===== src/rtl/core_run_ctrl_pkg.sv =====
// Shared types and LED bit positions for the core run controller.
// Build option CORE_RUN_CTRL_DEBOUNCE_EN (step button debounce) is consumed by btn_debounce.
package core_run_ctrl_pkg;

    typedef enum logic [1:0] {
        HALT    = 2'd0,
        RUN     = 2'd1,
        TRAPPED = 2'd2
    } run_state_t;

    localparam int LED_TRAP   = 0;
    localparam int LED_HB     = 1;
    localparam int LED_PC_LSB = 2;

endpackage


===== src/rtl/btn_debounce.sv =====
// Purpose: 2-FF synchroniser, optional debounce (CORE_RUN_CTRL_DEBOUNCE_EN), registered rising-edge pulse.
// Latency: level 2 cycles after raw (plus DB_CYCLES when filtered and debounced); pulse 1 cycle after level.
// Backpressure: none; the pulse is a single-cycle strobe the consumer must take or lose.
module btn_debounce #(
    parameter int DB_CYCLES = 50000,
    parameter bit FILTER    = 1'b1
) (
    input  logic clk,
    input  logic resetn,
    input  logic raw,
    output logic level,
    output logic pulse
);

    logic [1:0] sync_q;
    logic       synced;
    logic       cond;
    logic       cond_d;

    always_ff @(posedge clk or negedge resetn) begin
        if (!resetn) begin
            sync_q <= '0;
        end else begin
            sync_q <= {sync_q[0], raw};
        end
    end

    assign synced = sync_q[1];

    generate
        if (FILTER) begin : g_filter
`ifdef CORE_RUN_CTRL_DEBOUNCE_EN
            localparam int CNT_W = $clog2(DB_CYCLES + 1);
            logic [CNT_W-1:0] db_cnt;
            logic             db_level;

            // Any sample agreeing with the current level restarts the stability window.
            always_ff @(posedge clk or negedge resetn) begin
                if (!resetn) begin
                    db_cnt   <= '0;
                    db_level <= 1'b0;
                end else if (synced == db_level) begin
                    db_cnt <= '0;
                end else if (db_cnt == CNT_W'(DB_CYCLES - 1)) begin
                    db_cnt   <= '0;
                    db_level <= synced;
                end else begin
                    db_cnt <= db_cnt + CNT_W'(1);
                end
            end

            assign cond = db_level;
`else
            assign cond = synced;
`endif
        end else begin : g_plain
            assign cond = synced;
        end
    endgenerate

    always_ff @(posedge clk or negedge resetn) begin
        if (!resetn) begin
            cond_d <= 1'b0;
            pulse  <= 1'b0;
        end else begin
            cond_d <= cond;
            pulse  <= cond & ~cond_d;
        end
    end

    assign level = cond;

endmodule


===== src/rtl/core_run_ctrl.sv =====
// Purpose: run/halt/step/trap controller producing a one-cycle core clock enable, plus a paged PC LED view.
// Latency: enable 1 cycle after tick/step; LEDs 1 cycle after inputs. Backpressure: none, free-running.
// Option: CORE_RUN_CTRL_DEBOUNCE_EN enables the step button debounce window of DB_CYCLES cycles.
module core_run_ctrl
    import core_run_ctrl_pkg::*;
#(
    parameter int DIV_MIN   = 4,
    parameter int RATE_W    = 2,
    parameter int PC_W      = 32,
    parameter int LED_W     = 12,
    parameter int PAGE_W    = 2,
    parameter int DB_CYCLES = 50000
) (
    input  logic              clk,
    input  logic              resetn,
    input  logic              run_i,
    input  logic              step_i,
    input  logic [RATE_W-1:0] rate_i,
    input  logic [PAGE_W-1:0] page_i,
    input  logic              trap_i,
    input  logic [PC_W-1:0]   pc_i,
    output logic              core_ce_o,
    output logic [LED_W-1:0]  led_o
);

    localparam int CNT_W = DIV_MIN + 2**RATE_W - 1;
    localparam int PCF_W = LED_W - 2;
    localparam int EXT_W = PC_W + PCF_W;
    localparam logic [CNT_W-1:0] ALL_ONES = '1;

    run_state_t       state;
    logic [CNT_W-1:0] div_cnt;
    logic [CNT_W-1:0] tick_mask;
    logic             tick;
    logic             run_s;
    logic             step_pulse;
    logic             unused_run_rise;
    logic             unused_step_level;
    logic [EXT_W-1:0] pc_ext;
    logic [PCF_W-1:0] pc_field;

    // The run switch only needs synchronising, never debouncing.
    btn_debounce #(
        .DB_CYCLES (DB_CYCLES),
        .FILTER    (1'b0)
    ) u_run_sync (
        .clk    (clk),
        .resetn (resetn),
        .raw    (run_i),
        .level  (run_s),
        .pulse  (unused_run_rise)
    );

    btn_debounce #(
        .DB_CYCLES (DB_CYCLES),
        .FILTER    (1'b1)
    ) u_step (
        .clk    (clk),
        .resetn (resetn),
        .raw    (step_i),
        .level  (unused_step_level),
        .pulse  (step_pulse)
    );

    assign tick_mask = ~(ALL_ONES << (DIV_MIN + int'(rate_i)));
    assign tick      = (div_cnt & tick_mask) == tick_mask;

    // Zero-extend so pages beyond the top of the PC read as 0.
    assign pc_ext   = EXT_W'(pc_i);
    assign pc_field = PCF_W'(pc_ext >> (int'(page_i) * PCF_W));

    always_ff @(posedge clk or negedge resetn) begin
        if (!resetn) begin
            state     <= HALT;
            div_cnt   <= '0;
            core_ce_o <= 1'b0;
            led_o     <= '0;
        end else begin
            div_cnt   <= div_cnt + CNT_W'(1);
            core_ce_o <= 1'b0;

            led_o[LED_TRAP]                <= trap_i || (state == TRAPPED);
            led_o[LED_HB]                  <= led_o[LED_HB] ^ core_ce_o;
            led_o[LED_W-1:LED_PC_LSB]      <= pc_field;

            if (trap_i) begin
                state <= TRAPPED;
            end else begin
                case (state)
                    HALT: begin
                        // A step coinciding with the run edge is dropped.
                        if (run_s) begin
                            state   <= RUN;
                            div_cnt <= '0;
                        end else begin
                            core_ce_o <= step_pulse;
                        end
                    end
                    RUN: begin
                        core_ce_o <= tick;
                        if (!run_s) begin
                            state <= HALT;
                        end
                    end
                    default: begin
                        state <= TRAPPED;
                    end
                endcase
            end
        end
    end

endmodule


===== config.mk =====
export PLATFORM = sky130hd
export DESIGN_NAME = core_run_ctrl
export DESIGN_NICKNAME = d
export VERILOG_FILES = /design/src/rtl/core_run_ctrl_pkg.sv /design/src/rtl/btn_debounce.sv /design/src/rtl/core_run_ctrl.sv
export SDC_FILE = /design/constraint.sdc
export NUM_CORES = 1
export LEC_CHECK = 0
export CORE_ASPECT_RATIO = 0.5
export CORE_MARGIN = 2
export CORE_UTILIZATION = 42
export CTS_BUF_LIST = sky130_fd_sc_hd__clkbuf_16
export CTS_CLUSTER_DIAMETER = 200
export DETAILED_ROUTE_END_ITERATION = 8
export PLACE_DENSITY_LB_ADDON = 0.3
export SLEW_MARGIN = 10
export SYNTH_ARGS = -nofsm -noshare
export SYNTH_HDL_FRONTEND = slang
export SYNTH_SLANG_ARGS = --single-unit
export TNS_END_PERCENT = 100

===== constraint.sdc =====
create_clock -name clk -period 1.7 [get_ports clk]
set_input_delay 0.255 -clock clk [delete_from_list [all_inputs] [get_ports clk]]
set_output_delay 0.255 -clock clk [all_outputs]
set_load 0.03 [all_outputs]

Word-level counts from Yosys, hierarchy flattened --
Cells that the tools add are included.
Word-level totals: register bits 28, bits of input ports 41
Operators by class: add/subtract/negate cells 2, $mul 1, eq/ne operators 5, shift-type cells 2, mux-type cells 10, bitwise operators 5, reductions and logical operators 3
Operators with widths (number):
- right shift 32 x 6 -> 10 bit | 1
- two-way mux 7 bit | 3
- adder 7 x 1 -> 7 bit (second input constant) | 1
- bitwise AND 7 bit | 1
- equality test 7 bit | 1
- NOT 7 bit | 1
- left shift 7 x 4 -> 7 bit (first input constant) | 1
- two-way mux 2 bit | 3
- multiplier 2 x 3 -> 5 bit (second input constant) | 1
- adder 3 x 2 -> 4 bit (first input constant) | 1
- one-hot mux 2 bit (2 select lines) | 1
- inequality test 3 x 2 -> 1 bit (second input constant) | 1
- inequality test 3 bit (second input constant) | 1
- equality test 2 x 1 -> 1 bit (second input constant) | 1
- equality test 2 bit (second input constant) | 1
- logical NOT 2 bit | 1
- two-way mux 1 bit | 2
- one-hot mux 1 bit (2 select lines) | 1
- AND reduction 2 bit | 1
- bitwise AND 1 bit | 1
- logical OR 1 bit | 1
- NOT 1 bit | 1
- bitwise XOR 1 bit | 1

Logic depth before layout (Yosys ltp) --
depth in word-level cells 7, gate-level depth with buffers 4, depth with buffers taken out 4

Modules after synthesis --
Synthesis repeated with hierarchy kept, for this count alone.
Second synthesis, totals: cells, all modules 93, area, all modules 1191.1 um^2
By module, submodules not included:
- core_run_ctrl | times used 1, cells an instance 83, area each 963.4 um^2, sequential area each 550.5 um^2
- btn_debounce | times used 2, cells an instance 5, area each 113.9 um^2, sequential area each 100.1 um^2

Worst setup path before layout --
No wires, ideal clock.
kind register -> register, start reg div_cnt[0], end reg div_cnt[6], data arrival time 1.119 ns, required time 1.627 ns, setup slack 0.508 ns, cell stages (with the launch flop) 5, buffers on the path 0, cell sequence dfrtp_1 ha_1 nand3_2 or3_1 a21oi_2
Between the ends: longest elaborated chain between the ends 4
Ends and longest elaborated chain:
- from (decl) | line core_run_ctrl.sv:32 | logic [CNT_W-1:0] div_cnt;
- from (signal assigned) | line core_run_ctrl.sv:79 | div_cnt <= div_cnt + CNT_W'(1);
- adder 7 x 1 -> 7 bit (*) | line core_run_ctrl.sv:79
- two-way mux 7 bit | line core_run_ctrl.sv:92 | if (run_s) begin
- two-way mux 7 bit | line core_run_ctrl.sv:89 | case (state)
- two-way mux 7 bit (*) | line core_run_ctrl.sv:86 | if (trap_i) begin
Mark *: on every way between the ends. The rest lies on a longest branch, timed or not. A chain may end at the register's enable or synchronous reset.

Worst setup path in the final report --
start reg core_ce_o, end out core_ce_o
RTL lines:
- from (decl) | line core_run_ctrl.sv:22 | output logic core_ce_o,
- from (signal assigned) | line core_run_ctrl.sv:96 | core_ce_o <= step_pulse;
- from (signal assigned) | line core_run_ctrl.sv:100 | core_ce_o <= tick;
No word-level cell between the ends.

==> impl_metrics.toml <==
[power_and_ir_drop]
p_total_mw = 1.87
leakage_nw = 0.776
ir_drop_uv = 627
powerDensity_nw_per_um2 = 1030

[sta]
finalMaxSlewViolations = 0
fin_ws_ns = 0.161
whs_ns = 0.350
clock_skew_ns = 0.00338
min_period_ns = 1.54
tightest_slew_ns = 0.449
finalSetupViolations = 0
period_share_pct = 90.5
slew_headroom_pct = 70.0
rsz0062_at_grt = "false"
setup-tns-final_ns = 0
finalHoldViolCount = 0
fmaxAchievable_mhz = 650

[yosys]
syn_area_um2 = 1120
syn_nets = 132
ys.flop_type = "dfrtp_1"
ys_seq_area_share_pct = 62.6
ys_ff_latch = 28
syn_inst = 90
yosys-top-cells-area = "dfrtp_1, mux2i_1, o21ai_0, mux4_2, nand2_1"
synth_top_area_share_pct = 62.6
synth_warnings = 0
syn_avg_cell_area_um2 = 12.4
ys_types = 26
postSynth.asyncResetShare_pct = 100
synth_top_cell_by_area = "dfrtp_1"
synth_edf_count = 0

[floorplan]
fp.coreArea_um2 = 2570
start_util_pct = 43.6
rows = 13
die-area_um2 = 3120
die_width_um = 77.0
dieHeight_um = 40.5
ios = 54

[global_routing]
grtUsageTotal_pct = 13.3
grt_max_degree = 29
grt_pass1_wl_um = 3130
overflow = 0
antenna_found_initial = 0
grt_pass1_vias = 753

[clocking]
cts_buffers = 3
insertion_delay_ns = 0.26
postCtsHoldBufs = 0
ctsRootBufferMaster = "clkbuf_16"
cts_sinks = 28
ctsLongestPathBuffers = 2
post-cts-setup-buffers = 0
htree_levels = 1
cts_tree = "done"
clk_pin_slew_ns = 0.06
ctsResizeCount = 0

[detailed_routing]
drt_wl_total_um = 2050
routedWlPerCell_um = 11.1
first_pass_iters = 4
antenna_left = 0
via_count = 846
drc_errors = 0
viasPerCell = 4.60
drt_iter0_drc = 60

[finish]
n_antenna_cell = 0
area_growth_pct = 61.8
stdcell_area_um2 = 1810
instances_no_fill = 184
final_common_cell = "clkdlybuf4s50_1"
mostFrequentLayoutCells = "clkdlybuf4s50_1, dfrtp_1, o21ai_0"
fin_nets = 190
final_util_pct = 70.5
drive_gt1_share_pct = 8.84

[critical_path]
crit_slowest_cell = "clkdlybuf4s50_1"
crit_arrival_ns = 1.28
crit_required_ns = 1.44
end_kind = "output pin"
r2r-end = "div_cnt[6]"
reg2reg_from = "div_cnt[0]"
reg2regPathDepth = 4
criticalPathCategory = "reg2out"
cp_slowest_stage_delay_ns = 0.67
cp_top_family = "buffers and inverters"
path_cells = "clkdlybuf4s50_1"
startpoint_type = "flip-flop"
crit_fanout = 2
rrSetupSlack_ns = 0.41
crit_buf_inv = 1

[hold_path]
whs_path_depth = 0
hold_path_class = "reg2reg"
whs_endpoint = "u_run_sync.sync_q[1]"
worstHoldStart = "u_run_sync.sync_q[0]"

[placed_design]
preCtsSetupSlack_ns = 0.0887
place_congestion = 0.746
place_area_um2 = 1710
place_inst = 180
dp_hpwl_um = 1670
io_buffers = 53

[job]
drv_cap = 0

[run_status]
status = "finished clean"
worst max-delay path by stage:
stage | end | cells after the start | slack (ns) | from
after floorplan | div_cnt[6] | 4 | 0.51 | div_cnt[0]
after global placement | led_o[7] | 4 | 0.14 | page_i[0]
after detailed placement | led_o[7] | 4 | 0.09 | page_i[0]
after CTS | core_ce_o | 1 | 0.15 | core_ce_o
after global routing | led_o[1] | 1 | 0.12 | led_o[1]
final | core_ce_o | 1 | 0.16 | core_ce_o
registers in the layout (all words and copies together), names as in the netlist:
name,flops
u_step.cond_d,1
div_cnt,7
state,2
u_step.sync_q,2
u_step.pulse,1
led_o,12
u_run_sync.sync_q,2
core_ce_o,1
cells by family after synthesis:
group                    after synthesis  share of synthesized area [%]
XOR/XNOR                               5                           3.91
buffers and inverters                  7                           2.79
AO/OA/AOI/OAI                         14                           7.60
AND/OR/NAND/NOR                       25                           10.8
multiplexers                          10                           11.2
adder cells (fa/ha/maj)                1                           1.12
flip-flops                            28                           62.6
metal layers:
| layer | part of all wire [%] | global-route usage, % |
|---|---|---|
| met4 | 1.1 | 4.02 |
| met3 | 8.7 | 5.41 |
| met5 | 0 | 0 |
| met1 | 45 | 16.8 |
| met2 | 45 | 21.9 |
cell usage after synthesis (all sizes together), types with 2 or more instances:
library cell,count
dfrtp,28
o21ai,10
nand2,9
mux2i,8
nor2,6
buf,3
inv,3
nor2b,3
xor2,3
and3,2
mux4,2
nand3,2
xnor2,2
power breakdown:
| part | internal (mW) | switching (mW) |
|---|---|---|
| Clock | 0.468 | 0.202 |
| Combinational | 0.204 | 0.149 |
| Sequential | 0.768 | 0.0746 |
| Total | 1.44 | 0.426 |
layout make-up:
class	count	area [um^2]
fill	193	758
sequential	28	701
timing repair buffer	57	561
multi-input combinational	55	388
clock buffer	3	75.1
tap	37	46.3
clock inverter	1	30.0
inverter	3	11.3
(Power assumes the default switching activity.)
